[src/rtl/ysyx_22050612_mem_arbiter_pkg.sv]
// Shared types and constants for the IFU/LSU memory arbiter.
// State encodings: IDLE = 2'd0, REQ = 2'd1, WAIT = 2'd2; owner: 0 = IFU, 1 = LSU.
package ysyx_22050612_mem_arbiter_pkg;

  // Register width of the core; the arbiter's default data width.
  localparam int RGSIZE = 64;

  typedef enum logic [1:0] {
    ST_IDLE = 2'd0,
    ST_REQ  = 2'd1,
    ST_WAIT = 2'd2
  } arb_state_e;

  typedef enum logic {
    OWN_IFU = 1'b0,
    OWN_LSU = 1'b1
  } owner_e;

  // Width of the watchdog counter: enough to hold TIMEOUT, never below 1 bit.
  function automatic int cnt_width(input int unsigned t);
    int w;
    w = $clog2(t + 1);
    if (w < 1) w = 1;
    return w;
  endfunction

endpackage

[src/rtl/ysyx_22050612_rr_pick.sv]
// Two-way round-robin picker. Purely combinational; the caller owns last_grant.
// grant[0] = IFU, grant[1] = LSU. A lone requester always wins; on a tie the
// requester opposite last_grant wins.
module ysyx_22050612_rr_pick
  import ysyx_22050612_mem_arbiter_pkg::*;
(
  input  logic       req_ifu,
  input  logic       req_lsu,
  input  owner_e     last_grant,
  output logic [1:0] grant
);

  // One-hot (or zero) grant from the two request lines and the previous winner.
  always_comb begin
    grant    = 2'b00;
    grant[0] = req_ifu & (~req_lsu | (last_grant == OWN_LSU));
    grant[1] = req_lsu & (~req_ifu | (last_grant == OWN_IFU));
  end

endmodule

[src/rtl/ysyx_22050612_mem_arbiter.sv]
// Single-outstanding memory arbiter between IFU (read-only) and LSU.
// IDLE picks a requester round-robin and registers its payload, REQ presents
// it to memory until accepted, WAIT routes the response (or a watchdog
// timeout) back to the owner.
module ysyx_22050612_mem_arbiter
  import ysyx_22050612_mem_arbiter_pkg::*;
#(
  parameter int unsigned AW      = 64,
  parameter int unsigned DW      = RGSIZE,
  parameter int unsigned TIMEOUT = 1023
) (
  input  logic            clk,
  input  logic            rst,
  input  logic            ifu_req_valid,
  output logic            ifu_req_ready,
  input  logic [AW-1:0]   ifu_addr,
  output logic            ifu_rsp_valid,
  output logic [DW-1:0]   ifu_rdata,
  input  logic            lsu_req_valid,
  output logic            lsu_req_ready,
  input  logic [AW-1:0]   lsu_addr,
  input  logic            lsu_wen,
  input  logic [DW-1:0]   lsu_wdata,
  input  logic [DW/8-1:0] lsu_wmask,
  output logic            lsu_rsp_valid,
  output logic [DW-1:0]   lsu_rdata,
  output logic            rsp_err,
  output logic            mem_req_valid,
  input  logic            mem_req_ready,
  output logic [AW-1:0]   mem_addr,
  output logic            mem_wen,
  output logic [DW-1:0]   mem_wdata,
  output logic [DW/8-1:0] mem_wmask,
  input  logic            mem_rsp_valid,
  input  logic [DW-1:0]   mem_rdata,
  output logic            err_stray_rsp
);

  localparam int CW = cnt_width(TIMEOUT);

  arb_state_e      state_q, state_d;
  owner_e          owner_q, owner_d;
  owner_e          last_grant_q, last_grant_d;
  logic [CW-1:0]   cnt_q, cnt_d;
  logic [AW-1:0]   addr_q, addr_d;
  logic            wen_q, wen_d;
  logic [DW-1:0]   wdata_q, wdata_d;
  logic [DW/8-1:0] wmask_q, wmask_d;
  logic            stray_q, stray_d;

  logic [1:0]      grant;
  logic            timeout_hit;
  logic            rsp_fire;
  logic [DW-1:0]   rsp_data;

  ysyx_22050612_rr_pick u_pick (
    .req_ifu    (ifu_req_valid),
    .req_lsu    (lsu_req_valid),
    .last_grant (last_grant_q),
    .grant      (grant)
  );

  assign mem_addr      = addr_q;
  assign mem_wen       = wen_q;
  assign mem_wdata     = wdata_q;
  assign mem_wmask     = wmask_q;
  assign err_stray_rsp = stray_q;

  // Next-state, payload capture, response routing; every output gated by rst.
  always_comb begin
    state_d       = state_q;
    owner_d       = owner_q;
    last_grant_d  = last_grant_q;
    cnt_d         = cnt_q;
    addr_d        = addr_q;
    wen_d         = wen_q;
    wdata_d       = wdata_q;
    wmask_d       = wmask_q;
    stray_d       = stray_q;
    ifu_req_ready = 1'b0;
    lsu_req_ready = 1'b0;
    mem_req_valid = 1'b0;
    rsp_fire      = 1'b0;
    rsp_data      = '0;
    rsp_err       = 1'b0;
    // A watchdog of 0 never fires.
    timeout_hit   = (TIMEOUT != 0) && (cnt_q == CW'(TIMEOUT));

    // A response with no transaction waiting for it is flagged and dropped.
    if (mem_rsp_valid && (state_q != ST_WAIT)) stray_d = 1'b1;

    case (state_q)
      ST_IDLE: begin
        ifu_req_ready = grant[0];
        lsu_req_ready = grant[1];
        if (grant[0]) begin
          addr_d       = ifu_addr;
          wen_d        = 1'b0;
          wdata_d      = '0;
          wmask_d      = '0;
          owner_d      = OWN_IFU;
          last_grant_d = OWN_IFU;
          state_d      = ST_REQ;
        end else if (grant[1]) begin
          addr_d       = lsu_addr;
          wen_d        = lsu_wen;
          wdata_d      = lsu_wdata;
          wmask_d      = lsu_wmask;
          owner_d      = OWN_LSU;
          last_grant_d = OWN_LSU;
          state_d      = ST_REQ;
        end
      end
      ST_REQ: begin
        mem_req_valid = 1'b1;
        if (mem_req_ready) begin
          cnt_d   = '0;
          state_d = ST_WAIT;
        end
      end
      ST_WAIT: begin
        // A real response beats a coincident timeout.
        if (mem_rsp_valid) begin
          rsp_fire = 1'b1;
          rsp_data = mem_rdata;
          state_d  = ST_IDLE;
        end else begin
          if (cnt_q != '1) cnt_d = cnt_q + CW'(1);
          if (timeout_hit) begin
            rsp_fire = 1'b1;
            rsp_err  = 1'b1;
            state_d  = ST_IDLE;
          end
        end
      end
      default: state_d = ST_IDLE;
    endcase

    ifu_rsp_valid = rsp_fire && (owner_q == OWN_IFU);
    lsu_rsp_valid = rsp_fire && (owner_q == OWN_LSU);
    ifu_rdata     = ifu_rsp_valid ? rsp_data : '0;
    lsu_rdata     = lsu_rsp_valid ? rsp_data : '0;

    if (rst) begin
      ifu_req_ready = 1'b0;
      lsu_req_ready = 1'b0;
      mem_req_valid = 1'b0;
      ifu_rsp_valid = 1'b0;
      lsu_rsp_valid = 1'b0;
      ifu_rdata     = '0;
      lsu_rdata     = '0;
      rsp_err       = 1'b0;
    end
  end

  // State and payload registers; LSU as last_grant lets IFU win the first tie.
  always_ff @(posedge clk) begin
    if (rst) begin
      state_q      <= ST_IDLE;
      owner_q      <= OWN_IFU;
      last_grant_q <= OWN_LSU;
      cnt_q        <= '0;
      addr_q       <= '0;
      wen_q        <= 1'b0;
      wdata_q      <= '0;
      wmask_q      <= '0;
      stray_q      <= 1'b0;
    end else begin
      state_q      <= state_d;
      owner_q      <= owner_d;
      last_grant_q <= last_grant_d;
      cnt_q        <= cnt_d;
      addr_q       <= addr_d;
      wen_q        <= wen_d;
      wdata_q      <= wdata_d;
      wmask_q      <= wmask_d;
      stray_q      <= stray_d;
    end
  end

endmodule

[config.mk]
export PLATFORM = sky130hd
export DESIGN_NAME = ysyx_22050612_mem_arbiter
export DESIGN_NICKNAME = d
export VERILOG_FILES = /design/src/rtl/ysyx_22050612_mem_arbiter_pkg.sv /design/src/rtl/ysyx_22050612_rr_pick.sv /design/src/rtl/ysyx_22050612_mem_arbiter.sv
export SDC_FILE = /design/constraint.sdc
export NUM_CORES = 1
export LEC_CHECK = 0
export ABC_AREA = 1
export ABC_CLOCK_PERIOD_IN_PS = 4600
export BUFFER_PORTS_ARGS = -buffer_cell sky130_fd_sc_hd__buf_4
export CAP_MARGIN = 15
export CORE_AREA = 3 3 209 211
export DETAILED_ROUTE_END_ITERATION = 10
export DIE_AREA = 0 0 212 214
export SLEW_MARGIN = 10
export SYNTH_ARGS = -nofsm -noshare
export SYNTH_HDL_FRONTEND = slang
export SYNTH_SLANG_ARGS = --single-unit
[constraint.sdc]
create_clock -name clk -period 4.6 [get_ports clk]
set_input_delay 0.69 -clock clk [delete_from_list [all_inputs] [get_ports clk]]
set_output_delay 0.69 -clock clk [all_outputs]
set_load 0.05 [all_outputs]
==> summary.txt <==
die footprint: 45400 µm²
setup TNS: 0 ns
Setup violations, final: 0
syn_area_per_cell: 6.41 µm²
Least-Margin Pin Slew: 0.814 ns
Post-synth EDFFs: 0
H-tree depth: 4
All-Layer GR Usage: 15.1%
TritonCTS clock tree: built
Yosys Warn Count: 0
GPL Wtd Cong: 0.886
Syn Std Cell Area: 7780 µm²
vias after detailed routing: 9196
Rel. slew slack: 45.7%
largest cells by area after synthesis: dfxtp_1, nand2_1, nor2_1
fmax: 280 MHz
Routed WL per cell: 16.0 µm
Hold Buf Count CTS: 0
first-pass GRT wire length: 52200 µm
most frequent cells after synthesis: nand2_1, nor2_1, dfxtp_1
final setup margin: 1.03 ns
Yosys reg bits: 152
RSZ-0062 raised after global routing: no
Final Slew Violations: 0
share of layout cells above drive strength 1: 39.6%
Worst EP required: 3.91 ns
Syn Nets: 1485
Routed Antenna Nets: 0
CTS sink cnt: 152
Critical Setup Path Class: reg -> out
die extent in y: 214 µm
top-area cell type share of the netlist area: 39.1%
worst path arrival time: 2.88 ns
DRC violations left: 0
clock buffer depth: 2
Setup WS pre-CTS: 1.39 ns
clk_skew: 0.0114 ns
Power Dens Cells: 323 nW/µm²
Boundary Pins: 543
crit path max fanout: 46
status: completed
post-synthesis cell type with the largest combined area: dfxtp_1
post-CTS setup buffer count: 0
row cnt: 75
# port buffers: 542
worst reg-to-reg setup slack: 2.03 ns
maximum VDD drop: 229 µV
1st-pass router iterations: 5
Core ar.: 41900 µm²
Initial Util: 18.5%
CP Launch Type: flop
Die Wd: 212 µm
Tcrit/Tclk final: 77.6%
vias in the first global route: 8769
Post-Route Utilization: 30.5%
Crit. End Element: primary output
Post-synth ARST share: 0%
DRT iter0 DRCs: 397
global route overflow: 0
Routed WL: 36200 µm
initial antenna violation count: 9
clock-pin slew on the worst setup and hold paths: 0.07 ns
Root Driver: clkbuf_16
DR vias/cell: 4.06
largest net degree at the start of global routing: 103
Final Hold Slack: 0.464 ns
post-synth cell types: 30
Synth Flop Type: dfxtp_1
Worst-Skew Late Latency: 0.43 ns
final hold vios: 0
count leader, synth: nand2_1
worst min-delay path category: reg -> reg
Mapped Cells: 1213
fin crit period: 3.57 ns
static leakage: 6.37 nW
register area share after synthesis: 39.1%
max_cap viols: 0
clock buffer count from CTS: 17
# resized after CTS: 0
net count of the finished layout: 1977
area grow syn2layout: 64.4%
DP Wirelength: 29000 µm
==> state kept, by name (all words and copies together), names as in the netlist <==
name / count
last_grant_q: 1
mem_wen: 1
mem_wmask: 8
state_q: 2
mem_wdata: 64
owner_q: 1
cnt_q: 10
mem_addr: 64
err_stray_rsp: 1
==> through the flow <==
step	cells	cell area, µm²	total power, mW
floorplan	1213	7780	2.27
global placement	2224	12200	2.76
detailed placement	2224	12200	2.77
CTS	2254	12700	4.19
global route	2263	12800	4.34
finish	2264	12800	4.13
==> final cells by class <==
class                           instances  area [µm²]
Inverter                              150         566
Clock inverter                         11         121
Fill cell                            4564       29200
Tap cell                              539         674
Multi-Input combinational cell        829        3710
Sequential cell                       152        3040
Antenna cell                            9        22.5
Clock buffer                           19         453
Timing Repair Buffer                  555        4200
==> routing by layer <==
layer  track usage (%)  part of all wire (%)  vias to the layer above
li1                  -                     -                     4663
met1              15.9                    38                     4126
met2              27.1                    51                      369
met3              4.06                   6.7                       38
met4              8.39                   4.3                        0
met5                 0                     0                        -
==> kinds of logic (layout without fill, tap and decap cells) <==
family	count (synthesis)	count (layout)	share of synthesized area (%)
buffers and inverters	232	735	13.4
AOI/OAI and AO/OA	215	215	14.0
and+or+nand+nor	613	613	33.4
other	0	9	0
adders and majority gates	1	1	0.161
DFF	152	152	39.1
==> placed cells by master, fill, tap and decap left out, types with 2 or more instances in the layout <==
cell type,instances
dfxtp_1,152
o21ai_0,120
inv_2,6
nor2_1,200
clkinvlp_4,2
nand3b_1,2
buf_4,553
o21ai_1,9
nor2_4,4
nand3_2,2
diode_2,9
nor3_1,3
nor2_2,75
nand2_1,308
nand3_4,2
nand3_1,11
clkbuf_16,17
clkbuf_8,2
inv_6,2
bufinv_16,2
a21oi_1,81
clkinv_2,4
inv_1,143
nand2_2,2
==> critical path: stages (launching register included) <==
cell and delay, ns:
dfxtp_1 0.38, ha_1 0.20, nand2_1 0.12, nor2_4 0.21, nand3_4 0.12, nand2_2 0.10, nand3_2 0.38, buf_4 0.47
nor2_1 0.20, buf_4 0.22
==> power breakdown <==
group,leakage (nW),switching (mW),internal (mW),total (mW)
sequential,1.25,0.0689,1.44,1.50
clock,0.281,0.574,0.822,1.40
combinational,4.84,0.813,0.416,1.23
==> path summary, 6_finish.rpt <==
check                startpoint            end  depth (start not counted)
hold / removal    mem_wdata[54]  mem_wdata[54]                          2
hold reg to reg   mem_wdata[54]  mem_wdata[54]                          2
setup reg to reg     state_q[1]   mem_wdata[5]                          7
setup / recovery       cnt_q[0]  ifu_rdata[58]                          9
No activity file was read; power rests on OpenSTA's default activity.
